<file path="config.mk">
export PLATFORM = sky130hd
export DESIGN_NAME = multicycle_ctrl
export DESIGN_NICKNAME = d
export VERILOG_FILES = /design/src/rtl/multicycle_pkg.sv /design/src/rtl/opclass_decode.sv /design/src/rtl/multicycle_ctrl.sv
export SDC_FILE = /design/constraint.sdc
export NUM_CORES = 1
export LEC_CHECK = 0
export BUFFER_PORTS_ARGS = -buffer_cell sky130_fd_sc_hd__buf_2
export CORE_AREA = 8 8 81 83
export DETAILED_ROUTE_END_ITERATION = 16
export DIE_AREA = 0 0 89 91
export PLACE_DENSITY = 0.7
export SLEW_MARGIN = 5
export SYNTH_ARGS = -nofsm -noshare
export SYNTH_HDL_FRONTEND = slang
export SYNTH_SLANG_ARGS = --single-unit
</file>
<file path="constraint.sdc">
create_clock -name clk -period 5.2 [get_ports clk]
set_input_delay 0.52 -clock clk [delete_from_list [all_inputs] [get_ports clk]]
set_output_delay 0.52 -clock clk [all_outputs]
set_load 0.01 [all_outputs]
</file>
<file path="src/rtl/multicycle_pkg.sv">
// Shared types and constants for the multicycle control FSM: state codes,
// opcode values, ALU operation selects and the decoded instruction class.
package multicycle_pkg;

  typedef enum logic [2:0] {
    S_IF   = 3'd0,
    S_ID   = 3'd1,
    S_EX   = 3'd2,
    S_MEM  = 3'd3,
    S_WB   = 3'd4,
    S_HALT = 3'd5
  } state_e;

  localparam logic [6:0] OP_R    = 7'b0110011;
  localparam logic [6:0] OP_IALU = 7'b0010011;
  localparam logic [6:0] OP_LW   = 7'b0000011;
  localparam logic [6:0] OP_SW   = 7'b0100011;
  localparam logic [6:0] OP_BEQ  = 7'b1100011;
  localparam logic [6:0] OP_NOP  = 7'b0000000;

  localparam logic [1:0] ALUOP_ADD   = 2'd0;
  localparam logic [1:0] ALUOP_SUB   = 2'd1;
  localparam logic [1:0] ALUOP_FUNCT = 2'd2;

  typedef enum logic [2:0] {
    CLS_NOP  = 3'd0,
    CLS_R    = 3'd1,
    CLS_IALU = 3'd2,
    CLS_LW   = 3'd3,
    CLS_SW   = 3'd4,
    CLS_BEQ  = 3'd5
  } opclass_e;

endpackage

</file>
<file path="src/rtl/opclass_decode.sv">
// Maps a 7-bit opcode to its instruction class; anything unrecognised is
// flagged illegal and reported as NOP class.
module opclass_decode
  import multicycle_pkg::*;
(
  input  logic [6:0] opcode,
  output opclass_e   cls,
  output logic       illegal
);

  always_comb begin
    // NOTE: every output gets a default before the case so no path leaves it
    // unassigned; a missing default here would infer a latch.
    cls     = CLS_NOP;
    illegal = 1'b0;
    case (opcode)
      OP_R:    cls = CLS_R;
      OP_IALU: cls = CLS_IALU;
      OP_LW:   cls = CLS_LW;
      OP_SW:   cls = CLS_SW;
      OP_BEQ:  cls = CLS_BEQ;
      OP_NOP:  cls = CLS_NOP;
      default: illegal = 1'b1;
    endcase
  end

endmodule

</file>
<file path="src/rtl/multicycle_ctrl.sv">
// Multicycle CPU control FSM (IF/ID/EX/MEM/WB/HALT) with a shared-memory
// handshake, a wait-cycle watchdog and a retired-instruction counter.
module multicycle_ctrl
  import multicycle_pkg::*;
#(
  parameter int WAIT_W   = 4,
  parameter int MAX_WAIT = 15
) (
  input  logic        clk,
  input  logic        rst,
  input  logic [6:0]  opcode,
  input  logic        zero,
  input  logic        mem_ready,
  output logic        mem_req,
  output logic        mem_we,
  output logic        iord,
  output logic        irwrite,
  output logic        pcwrite,
  output logic        pcsrc,
  output logic        regwrite,
  output logic        memtoreg,
  output logic        alusrc,
  output logic [1:0]  aluop,
  output logic [2:0]  state,
  output logic        halted,
  output logic        err,
  output logic        retire,
  output logic [31:0] instret
);

  localparam logic [WAIT_W-1:0] MAX_WAIT_C = WAIT_W'(MAX_WAIT);
  localparam logic [WAIT_W-1:0] WAIT_ONE   = WAIT_W'(1);

  state_e            state_q, state_d;
  opclass_e          cls_q, cls_d;
  logic [WAIT_W-1:0] wait_q, wait_d;
  logic              err_q, err_d;
  logic [31:0]       instret_q, instret_d;

  opclass_e dec_cls;
  logic     dec_illegal;

  logic       mem_req_c, mem_we_c, iord_c, irwrite_c, pcwrite_c, pcsrc_c;
  logic       regwrite_c, memtoreg_c, alusrc_c, retire_c;
  logic [1:0] aluop_c;

  opclass_decode u_decode (
    .opcode  (opcode),
    .cls     (dec_cls),
    .illegal (dec_illegal)
  );

  always_comb begin
    state_d    = state_q;
    cls_d      = cls_q;
    wait_d     = wait_q;
    err_d      = err_q;
    mem_req_c  = 1'b0;
    mem_we_c   = 1'b0;
    iord_c     = 1'b0;
    irwrite_c  = 1'b0;
    pcwrite_c  = 1'b0;
    pcsrc_c    = 1'b0;
    regwrite_c = 1'b0;
    memtoreg_c = 1'b0;
    alusrc_c   = 1'b0;
    aluop_c    = ALUOP_ADD;
    retire_c   = 1'b0;

    case (state_q)
      S_IF: begin
        mem_req_c = 1'b1;
        if (mem_ready) begin
          irwrite_c = 1'b1;
          pcwrite_c = 1'b1;
          state_d   = S_ID;
        end else if (wait_q == MAX_WAIT_C) begin
          state_d = S_HALT;
          err_d   = 1'b1;
        end else begin
          wait_d = wait_q + WAIT_ONE;
        end
      end
      S_ID: begin
        cls_d = dec_cls;
        if (dec_illegal) begin
          state_d = S_HALT;
          err_d   = 1'b1;
        end else if (dec_cls == CLS_NOP) begin
          state_d  = S_IF;
          retire_c = 1'b1;
        end else begin
          state_d = S_EX;
        end
      end
      S_EX: begin
        case (cls_q)
          CLS_R: begin
            aluop_c = ALUOP_FUNCT;
            state_d = S_WB;
          end
          CLS_IALU: begin
            alusrc_c = 1'b1;
            state_d  = S_WB;
          end
          CLS_LW, CLS_SW: begin
            alusrc_c = 1'b1;
            state_d  = S_MEM;
          end
          CLS_BEQ: begin
            aluop_c   = ALUOP_SUB;
            pcsrc_c   = 1'b1;
            pcwrite_c = zero;
            retire_c  = 1'b1;
            state_d   = S_IF;
          end
          default: state_d = S_IF;
        endcase
      end
      S_MEM: begin
        mem_req_c = 1'b1;
        iord_c    = 1'b1;
        mem_we_c  = (cls_q == CLS_SW);
        if (mem_ready) begin
          if (cls_q == CLS_LW) begin
            state_d = S_WB;
          end else begin
            retire_c = 1'b1;
            state_d  = S_IF;
          end
        end else if (wait_q == MAX_WAIT_C) begin
          state_d = S_HALT;
          err_d   = 1'b1;
        end else begin
          wait_d = wait_q + WAIT_ONE;
        end
      end
      S_WB: begin
        regwrite_c = 1'b1;
        memtoreg_c = (cls_q == CLS_LW);
        retire_c   = 1'b1;
        state_d    = S_IF;
      end
      S_HALT: state_d = S_HALT;
      default: state_d = S_IF;
    endcase

    // The watchdog restarts from zero whenever a new state (IF or MEM) begins.
    if (state_d != state_q) wait_d = '0;

    instret_d = retire_c ? instret_q + 32'd1 : instret_q;
  end

  always_ff @(posedge clk or negedge rst) begin
    // NOTE: clocked state uses non-blocking assignments so every flop samples
    // pre-edge values; blocking here would create order-dependent races.
    if (!rst) begin
      state_q   <= S_IF;
      cls_q     <= CLS_NOP;
      wait_q    <= '0;
      err_q     <= 1'b0;
      instret_q <= '0;
    end else begin
      state_q   <= state_d;
      cls_q     <= cls_d;
      wait_q    <= wait_d;
      err_q     <= err_d;
      instret_q <= instret_d;
    end
  end

  // Gating with rst makes a reset abort an in-flight access in the same cycle.
  assign mem_req  = rst & mem_req_c;
  assign mem_we   = rst & mem_we_c;
  assign iord     = rst & iord_c;
  assign irwrite  = rst & irwrite_c;
  assign pcwrite  = rst & pcwrite_c;
  assign pcsrc    = rst & pcsrc_c;
  assign regwrite = rst & regwrite_c;
  assign memtoreg = rst & memtoreg_c;
  assign alusrc   = rst & alusrc_c;
  assign retire   = rst & retire_c;
  assign aluop    = rst ? aluop_c : 2'd0;
  assign state    = state_q;
  assign halted   = (state_q == S_HALT);
  assign err      = err_q;
  assign instret  = instret_q;

endmodule

</file>
==> reports/metrics.csv, run 1 <==
metric,value,unit
Tot GR Track Use,15.3,%
Worst-path clk slew,80,ps
Fin. Hold Viols,0,
reg2reg end,instret[12]$_DFFE_PN0P_,
Slew headroom,32.6,%
pre-CTS setup slack,2350,ps
Leak,1.13,nW
number of antenna diodes,0,
die footprint,8100,um^2
Synth warnings,0,
total core area,5340,um^2
CP Data Required Time,4680,ps
FMAX,370,MHz
DIE WIDTH,89,um
Critical path origin,rst,
Starting DRT DRC Count,127,
CP Capture Type,output pin,
CP max FO,47,
CP startpoint kind,input port,
depth of the most critical reg-to-reg path,5,
pin count of the biggest net entering global routing,48,
Hold Crit Class,in -> async,
number of standard cells after synthesis,249,
H-tree lvl count,2,
CTS tree,done,
Sink Count,43,
Initial Util,44.9,%
PwrDens,356,nW/um^2
cell area after synthesis,2400,um^2
Synth Register Bits,43,
Fin Setup TNS,0,ps
fin crit period,2710,ps
"Largest stage delay, worst path",740,ps
Fill cells,537,
post-cts resize count,0,
vias per cell,5.52,
Finish-stage setup viols,0,
P&R area growth vs syn,18.7,%
final net count,317,
Synth cell types,47,
port bufs,59,
clk_skew,6.23,ps
CP Capture Point,aluop[1],
R2R Path Start,state[2]$_DFF_PN0_,
clock latency on the worst-skew pair,290,ps
Routed Antenna Nets,0,
Worst path most repeated cell,buf_2,
GRT overflow,0,
"Core Util, Final",53.3,%
hold bufs inserted after CTS,0,
WL final,5840,um
flop-to-flop setup slack,2720,ps
syn_nets,262,
sequential element share of the synthesized area,44.9,%
status,finished clean,
global-route wire length before repair,10000,um
die span in y,91,um
cell chain of the critical path,"buf_2, nand2b_1, nor2_1, nand2_1, nor4b_1, buf_2",
Post-CTS Setup Inserts,0,
first drt pass iteration count,5,
GP Congestion,0.853,
worst hold margin,387,ps
Tightest Pin Transition,1010,ps
Max-Cap Viols,0,
final slew viol count,0,
Setup Crit Path Kind,in -> out,
vias in the first global route,2006,
RSZ-0062 raised after global routing,no,
Worst Slack Setup Final,2490,ps
proportion of layout cells with a drive suffix above 1,25.2,%
Total Power,1.01,mW
total CTS buffers,5,
Bufs on Longest Clock Path,2,
Avg WL per Cell,15.5,um
slowest stage cell on the critical path,buf_2,
HPWL Detailed,4210,um
Mapped Avg Cell Area,9.63,um^2
peak supply drop,185,uV
vias,2082,
num rows,27,
period utilization,52.0,%
arrival time at the worst endpoint,2190,ps
io pins,60,
initial antenna violation count,0,
DRC violations left,0,
Root Driver,clkbuf_8,
==> cell type report <==
cell class	count	area (um^2)	share of cell area (%)
multi-input cells	192	1250	44.0
flip-flops and latches	43	1080	37.8
repair buffers	60	303	10.6
well taps	72	90.1	3.16
clock buffers	6	82.6	2.90
clock inverters	2	35.0	1.23
inverters	2	7.51	0.264
==> Yosys cell counts, drive strengths merged <==
library cell / instances / share of area (%)
nand3b: 1 / 0.31
nand3: 12 / 2.5
a31oi: 3 / 0.78
and2: 3 / 0.78
o21ai: 3 / 0.63
a41oi: 1 / 0.37
or2b: 1 / 0.31
o22ai: 1 / 0.26
and3: 3 / 0.78
o211ai: 1 / 0.31
nand4: 15 / 3.9
a31o: 1 / 0.37
or3b: 1 / 0.37
a21oi: 6 / 1.3
and2b: 1 / 0.42
clkbuf: 8 / 1.3
nand2: 27 / 4.2
or4bb: 1 / 0.47
nor2b: 2 / 0.52
and3b: 1 / 0.37
a21o: 1 / 0.31
o2111ai: 1 / 0.37
mux2i: 2 / 0.83
nand2b: 4 / 1.4
o31ai: 1 / 0.31
xor2: 27 / 9.9
and4: 3 / 1.1
dfrtp: 43 / 45
ha: 2 / 1.0
nor2: 15 / 2.3
o311ai: 1 / 0.37
xnor2: 10 / 3.7
buf: 4 / 1.4
inv: 2 / 0.31
nor4b: 3 / 1.1
nor4bb: 1 / 0.42
or2: 1 / 0.26
nor3b: 4 / 1.5
nor3: 16 / 3.3
o311a: 1 / 0.42
nor4: 11 / 3.7
or3: 3 / 0.78
a22oi: 1 / 0.31
==> cells by family (layout without fill, tap and decap cells) <==
| group | after synthesis | in the layout | synth area share, % |
|---|---|---|---|
| adder cells (fa/ha/maj) | 2 | 2 | 1.04 |
| AND/OR/NAND/NOR | 129 | 129 | 30.8 |
| XOR/XNOR | 37 | 37 | 13.5 |
| AO/OA/AOI/OAI | 22 | 22 | 6.05 |
| flip-flops | 43 | 43 | 44.9 |
| buffers and inverters | 14 | 70 | 2.92 |
| multiplexers | 2 | 2 | 0.835 |
==> cells in the final DEF, fill, tap and decap left out, types with 3 or more instances in the layout <==
| cell type | instances |
|---|---|
| a21oi_1 | 6 |
| a31oi_1 | 3 |
| and2_1 | 3 |
| and3_1 | 3 |
| and4_1 | 3 |
| buf_2 | 59 |
| clkbuf_8 | 6 |
| dfrtp_1 | 43 |
| nand2_1 | 27 |
| nand2b_1 | 3 |
| nand3_1 | 12 |
| nand4_1 | 15 |
| nor2_1 | 15 |
| nor3_1 | 16 |
| nor3b_1 | 3 |
| nor4_1 | 8 |
| nor4_2 | 3 |
| nor4b_1 | 3 |
| o21ai_0 | 3 |
| or3_1 | 3 |
| xnor2_1 | 10 |
| xor2_1 | 27 |
==> worst max-delay path: cells and delay by family <==
kind,cells,cell delay (ps)
buffers and inverters,2,930
AND/OR/NAND/NOR,4,730
==> worst min path at each step <==
stage / from / end / slack (ps) / depth (start not counted)
floorplan: rst / cls_q[0]$_DFFE_PN0P_ / 220 / 0
global placement: instret[31]$_DFFE_PN0P_ / instret[31]$_DFFE_PN0P_ / 460 / 1
detailed placement: err$_DFFE_PN0P_ / err$_DFFE_PN0P_ / 460 / 2
CTS: rst / instret[6]$_DFFE_PN0P_ / 430 / 1
global route: rst / err$_DFFE_PN0P_ / 480 / 1
finish: rst / state[2]$_DFF_PN0_ / 390 / 1
==> stage by stage <==
| step | instance area, um^2 | std cells |
|---|---|---|
| after floorplan | 2400 | 249 |
| after global placement | 2730 | 369 |
| after detailed placement | 2730 | 369 |
| after CTS | 2850 | 377 |
| after global routing | 2850 | 377 |
| final | 2850 | 377 |
==> layer usage <==
layer  vias to the layer above  track usage, %  routed length (um)
met5                         -               0                   0
met2                        54            23.3                2800
met1                      1018            21.2                2670
met3                         5            2.16                 281
li1                       1005               -                   -
met4                         0            5.83                  83
==> where the power goes <==
part / internal (mW) / switching, mW
clock network: 0.155 / 0.113
logic: 0.121 / 0.201
registers: 0.366 / 0.0568
==> state kept, by name, indices dropped and copies added, names as in the netlist <==
name and flops:
instret 32, wait_q 4, cls_q 3, state 3, err 1
Power figures use the tool's default switching activity.
==> run 2: changes to the inputs <==
--- a/config.mk
+++ b/config.mk
@@ -5,11 +5,12 @@
 export SDC_FILE = /design/constraint.sdc
 export NUM_CORES = 1
 export LEC_CHECK = 0
+export ABC_AREA = 1
 export BUFFER_PORTS_ARGS = -buffer_cell sky130_fd_sc_hd__buf_2
-export CORE_AREA = 8 8 81 83
+export CORE_AREA = 8 8 87 89
 export DETAILED_ROUTE_END_ITERATION = 16
-export DIE_AREA = 0 0 89 91
-export PLACE_DENSITY = 0.7
+export DIE_AREA = 0 0 95 97
+export PLACE_DENSITY = 0.71
 export SLEW_MARGIN = 5
 export SYNTH_ARGS = -nofsm -noshare
 export SYNTH_HDL_FRONTEND = slang
==> constraint.sdc (replaced) <==
create_clock -name clk -period 2.4 [get_ports clk]
set_input_delay 0.24 -clock clk [delete_from_list [all_inputs] [get_ports clk]]
set_output_delay 0.24 -clock clk [all_outputs]
set_load 0.01 [all_outputs]
==> reports/metrics.csv, run 2 <==
metric,value,unit,change
"Core Util, Final",53.4,%,about the same
final slew viol count,0,,unchanged
Worst path most repeated cell,inv_2,,
"most common cell after layout, fill and taps aside",nand2_1,,
CP Capture Type,output pin,,
P&R area growth vs syn,18.3,%,
num rows,29,,+7.4%
WL final,7460,um,+28%
vias in the first global route,2657,,+32%
Async SR Flop Fraction,100,%,unchanged
die span in y,97,um,+6.6%
port bufs,59,,unchanged
initial antenna violation count,0,,unchanged
pre-CTS setup slack,453,ps,-1900 ps
CP Data Required Time,2160,ps,-2520 ps
sw power,0.962,mW,+160%
met2 usage,26.2,%,+3.0 points
HPWL Detailed,6030,um,+43%
Starting DRT DRC Count,172,,+35%
sequential element share of the synthesized area,38.5,%,-6.4 points
max reg flops,32,,unchanged
sequential share of power,38.2,%,-3.6 points
Max-Cap Viols,0,,unchanged
GP Congestion,0.919,,+7.8%
first drt pass iteration count,5,,unchanged
CP top delay family,simple AND/OR/NAND/NOR gates,,
Comb power frac,33.9,%,+2.1 points
period utilization,93.4,%,
H-tree lvl count,2,,unchanged
Initial Util,45.1,%,+0.15 points
Routed Antenna Nets,0,,unchanged
Yosys top cell area share,38.5,%,-6.4 points
proportion of layout cells with a drive suffix above 1,18.1,%,-7.2 points
Leak,1.64,nW,+45%
PwrDens,736,nW/um^2,+110%
Buf/Inv on CP,3,,+1
die footprint,9220,um^2,+14%
"Largest stage delay, worst path",480,ps,-260 ps
total core area,6200,um^2,+16%
Mapped Avg Cell Area,6.98,um^2,-28%
Fin. Hold Viols,0,,unchanged
FMAX,446,MHz,
final net count,477,,+50%
peak supply drop,505,uV,+170%
number of standard cells after synthesis,401,,+61%
syn_nets,414,,+58%
GRT overflow,0,,unchanged
Slew headroom,62.9,%,+30 points
Sink Count,43,,unchanged
switching share of power,39.5,%,+2.9 points
CP startpoint kind,flop,,
cell area after synthesis,2800,um^2,+17%
post-placement cell area,3160,um^2,+16%
Worst Slack Setup Final,159,ps,-2340 ps
RSZ-0062 raised after global routing,no,,
Clock Power Share,28.0,%,+1.6 points
CTS tree,done,,
slowest stage cell on the critical path,dfrtp_1,,
Worst-path clk slew,90,ps,about the same
"Design Area, Final",3310,um^2,+16%
Synth cell types,27,,-43%
Hold Crit Class,in -> reg,,
top_reg_cell synth,dfrtp_1,,
cell chain of the critical path,"inv_2, nand2_2, nor2_4, nand4_2, nand2_8, inv_2, nor2_1, buf_2",,
DIE WIDTH,95,um,+6.7%
number of antenna diodes,0,,unchanged
Root Driver,clkbuf_8,,
internal power,1.47,mW,+130%
synth cell count leaders,"nand2_1 (133), nor2_1 (51), dfrtp_1 (43)",,
post-synth top area cell,dfrtp_1,,
pin count of the biggest net entering global routing,40,,-17%
Synth warnings,0,,unchanged
clock latency on the worst-skew pair,300,ps,about the same
arrival time at the worst endpoint,2000,ps,-190 ps
Synth Register Bits,43,,unchanged
largest cells by area after synthesis,"dfrtp_1 (38%), nand2_1 (18%), xor2_1 (7.5%)",,
most frequent cells in the layout,"nand2_1 (133), buf_2 (59), nor2_1 (51)",,
Finish-stage setup viols,0,,unchanged
global-route wire length before repair,12500,um,+25%
vias per cell,5.20,,-5.8%
Tightest Pin Transition,552,ps,-459 ps
CP max FO,24,,-49%
clk_skew,4.76,ps,-1.47 ps
Fin Setup TNS,0,ps,unchanged
vias,2819,,+35%
Bufs on Longest Clock Path,2,,unchanged
top-count cell post-synth,nand2_1,,
GR Layer Usage met1,21.7,%,+0.48 points
met3 Use GR,4.33,%,+2.2 points
Setup Crit Path Kind,reg -> out,,
DRC violations left,0,,unchanged
Post-synth EDFFs,0,,unchanged
Tot GR Track Use,16.8,%,+1.5 points
busiest grt layer,met2,,
fin crit period,2240,ps,
status,finished clean,,
total CTS buffers,5,,unchanged
Avg WL per Cell,13.8,um,-11%
io pins,60,,unchanged
==> run 2: changes by cell type after synthesis, moves of 4 or more <==
cell	previous run	this run
nand3_1	12	22
nand4_1	15	9
nand2_1	27	133
clkbuf_1	8	0
nor2_1	15	51
inv_2	0	4
o21ai_1	0	18
nor4_1	8	0
inv_1	2	38
==> run 2: worst min-delay path: cells and delay by family <==
family / cells / cell delay [ps]
buffers and inverters: 1 / 100
and+or+nand+nor: 1 / 90
AOI/OAI and AO/OA: 1 / 80
==> run 2: repair_timing <==
| action | 4_1_cts | 5_1_grt |
|---|---|---|
| endpoints found under the setup margin | 0 | 1 |
| hold buffers | 1 | 0 |
| hold endpoints to repair | 4 | 0 |
| gates resized for setup | 0 | 1 |
| buffers inserted | 0 | 0 |
==> run 2: routing by layer <==
layer,wire length (um),vias to the layer above
met5,0,-
met4,141,0
met3,680,12
met2,3370,119
met1,3270,1292
li1,-,1396
==> run 2: cell families (layout without fill, tap and decap cells) <==
| kind of cell | count (synthesis) | in the layout | share of synthesized area (%) |
|---|---|---|---|
| AOI/OAI and AO/OA | 29 | 29 | 5.32 |
| xor gates and xnor gates | 31 | 31 | 9.70 |
| adders and majority gates | 2 | 2 | 0.894 |
| buffers and inverters | 48 | 112 | 7.38 |
| DFF | 43 | 43 | 38.5 |
| and+or+nand+nor | 248 | 248 | 38.2 |
==> run 2: path summary, 6_finish.rpt <==
kind                                      endpoint  cells after the start  slack [ps]                from
max                                         retire                      8         160  state[1]$_DFF_PN0_
min                           cls_q[2]$_DFFE_PN0P_                      3         240           opcode[5]
max reg2reg                 instret[7]$_DFFE_PN0P_                      8         490  state[1]$_DFF_PN0_
min reg2reg                        err$_DFFE_PN0P_                      1         470     err$_DFFE_PN0P_
max in group asynchronous  instret[13]$_DFFE_PN0P_                      3        1380                 rst
min in group asynchronous       state[0]$_DFF_PN0_                      2         310                 rst
==> run 2: power by group through the flow <==
stage               Sequential [mW]  Combinational (mW)  Clock (mW)
floorplan                     0.937               0.598           0
finish                        0.929               0.825       0.681
global placement              0.940               0.799           0
detailed placement            0.943               0.808           0
global route                  0.949               0.923       0.723
CTS                           0.929               0.814       0.696
==> run 2: area by class of cell <==
cell class	instances	area, um^2
fill	628	2890
multi-input combinational	310	1520
sequential	43	1080
timing repair buffer	62	320
inverter	42	158
tap	77	96.3
clock buffer	5	68.8
clock inverter	3	67.6
==> run 2: through the flow <==
| stage | power [mW] | hold slack [ps] | std cells |
|---|---|---|---|
| 2_1_floorplan | 1.54 | -55.6 | 401 |
| 5_1_grt | 2.59 | 247 | 542 |
| 3_5_place_dp | 1.75 | 87.9 | 533 |
| 3_3_place_gp | 1.74 | 90.4 | 533 |
| 6_report | 2.44 | 238 | 542 |
| 4_1_cts | 2.44 | 223 | 542 |
==> run 3: changes to the inputs <==
--- a/config.mk
+++ b/config.mk
@@ -10,6 +10,7 @@
 export CORE_AREA = 8 8 87 89
 export DETAILED_ROUTE_END_ITERATION = 16
 export DIE_AREA = 0 0 95 97
+export GPL_TIMING_DRIVEN = 0
 export PLACE_DENSITY = 0.71
 export SLEW_MARGIN = 5
 export SYNTH_ARGS = -nofsm -noshare
==> reports/metrics.csv, run 3 (same netlist as run 2, synthesis figures left out) <==
metric,value,unit,change
"Core Util, Final",52.8,%,-0.54 points
DIE WIDTH,95,um,unchanged
number of antenna diodes,0,,unchanged
die span in y,97,um,unchanged
CP Capture Type,output pin,,
CP top delay family,simple AND/OR/NAND/NOR gates,,
Avg WL per Cell,14.2,um,+3.1%
switching share of power,42.3,%,+2.8 points
DRC violations left,0,,unchanged
GRT overflow,0,,unchanged
Setup Crit Path Kind,reg -> out,,
period utilization,92.0,%,-1.4 points
PwrDens,704,nW/um^2,-4.2%
Tightest Pin Transition,996,ps,+444 ps
GP Congestion,0.955,,+3.9%
Layout Cells excl Fill,544,,+0.37%
Post-Place Cells,537,,+0.75%
first drt pass iteration count,4,,-1
global-route wire length before repair,12700,um,+2.1%
"most common cell after layout, fill and taps aside",nand2_1,,
sw power,0.977,mW,+1.5%
Tot GR Track Use,17.1,%,+0.29 points
CP Data Required Time,2160,ps,about the same
clk_skew,3.78,ps,-0.979 ps
num rows,29,,unchanged
peak supply drop,369,uV,-27%
internal power,1.33,mW,-9.6%
proportion of layout cells with a drive suffix above 1,18.6,%,+0.57 points
Initial Util,45.1,%,unchanged
WL final,7730,um,+3.5%
H-tree lvl count,2,,unchanged
depth of the most critical reg-to-reg path,8,,unchanged
port bufs,59,,unchanged
Post-CTS Setup Inserts,0,,unchanged
Starting DRT DRC Count,117,,-32%
CTS tree,done,,
Fill cells,638,,+1.6%
hold bufs inserted after CTS,0,,-1
reg2reg end,instret[28]$_DFFE_PN0P_,,
Root Driver,clkbuf_8,,
Fin Setup TNS,0,ps,unchanged
Worst-path clk slew,80,ps,about the same
cell chain of the critical path,"inv_2, nand2_2, nor2_4, nand4_2, nand2_4, inv_2, buf_6, nor2_1, buf_2",,
clock latency on the worst-skew pair,300,ps,about the same
most frequent cells in the layout,"nand2_1 (133), buf_2 (62), nor2_1 (51)",,
pin count of the biggest net entering global routing,46,,+15%
Slew headroom,33.6,%,-29 points
max reg flops,32,,unchanged
final slew viol count,0,,unchanged
total core area,6200,um^2,unchanged
P&R area growth vs syn,17.1,%,
CP startpoint kind,flop,,
Sink Count,43,,unchanged
Critical path origin,state[1]$_DFF_PN0_,,
Routed Antenna Nets,0,,unchanged
final net count,480,,+0.63%
Fin. Hold Viols,0,,unchanged
HPWL Detailed,6130,um,+1.5%
Worst path most repeated cell,inv_2,,
Comb power frac,39.8,%,+5.9 points
vias,2756,,-2.2%
"Design Area, Final",3280,um^2,-1.0%
post-cts resize count,0,,unchanged
sequential share of power,39.6,%,+1.4 points
fin crit period,2210,ps,-32.7 ps
Max-Cap Viols,0,,unchanged
io pins,60,,unchanged
Hold Crit Class,in -> async,,
die footprint,9220,um^2,unchanged
critical path depth,9,,+1
initial antenna violation count,0,,unchanged
Clock Power Share,20.6,%,-7.4 points
slowest stage cell on the critical path,dfrtp_1,,
Bufs on Longest Clock Path,2,,unchanged
flop-to-flop setup slack,680,ps,+190 ps
CP max FO,10,,-58%
total CTS buffers,5,,unchanged
arrival time at the worst endpoint,1970,ps,-30 ps
vias in the first global route,2747,,+3.4%
FMAX,453,MHz,+1.5%
"Largest stage delay, worst path",480,ps,about the same
vias per cell,5.07,,-2.6%
Finish-stage setup viols,0,,unchanged
Buf/Inv on CP,4,,+1
Leak,1.64,nW,about the same
post-placement cell area,3190,um^2,+1.1%
RSZ-0062 raised after global routing,no,,
R2R Path Start,state[1]$_DFF_PN0_,,
status,finished clean,,
CP Capture Point,retire,,
-- run 3: layout make-up --
class                      count  area (um^2)  area share (%)
tap                           77         96.3            2.94
clock buffer                   6         82.6            2.52
buffer                         6         48.8            1.49
sequential                    43         1080            32.8
multi-input combinational    310         1520            46.2
clock inverter                 1         5.00           0.153
inverter                      42          158            4.81
timing repair buffer          59          295            9.01
-- run 3: how the worst min path moves through the flow --
stage / startpoint / to / slack, ps / cells past startpoint
after global placement: rst / wait_q[2]$_DFFE_PN0P_ / 460 / 1
after global routing: rst / instret[5]$_DFFE_PN0P_ / 210 / 1
final: rst / instret[5]$_DFFE_PN0P_ / 110 / 1
after CTS: rst / instret[5]$_DFFE_PN0P_ / 150 / 1
after detailed placement: err$_DFFE_PN0P_ / err$_DFFE_PN0P_ / 460 / 1
after floorplan: rst / cls_q[0]$_DFFE_PN0P_ / -60 / 0
-- run 3: per-layer routing --
metal / track usage [%] / vias to the layer above / wire [um]
met4: 6.85 / 0 / 145
met3: 4.17 / 12 / 507
li1: - / 1402 / -
met2: 27.8 / 74 / 3620
met1: 20.8 / 1268 / 3460
met5: 0 / - / 0
-- run 3: per-stage QoR --
step	hold slack, ps	power, mW	setup slack [ps]
floorplan	-55.6	1.54	719
finish	107	2.31	192
global placement	456	1.84	306
CTS	150	2.32	193
detailed placement	455	1.84	265
global route	212	2.45	37.2
-- run 3: power by group through the flow --
stage	combinational, mW	clock [mW]	sequential (mW)
finish	0.919	0.474	0.915
global route	1.01	0.510	0.929
CTS	0.918	0.483	0.916
detailed placement	0.915	0	0.930
global placement	0.910	0	0.928
floorplan	0.598	0	0.937
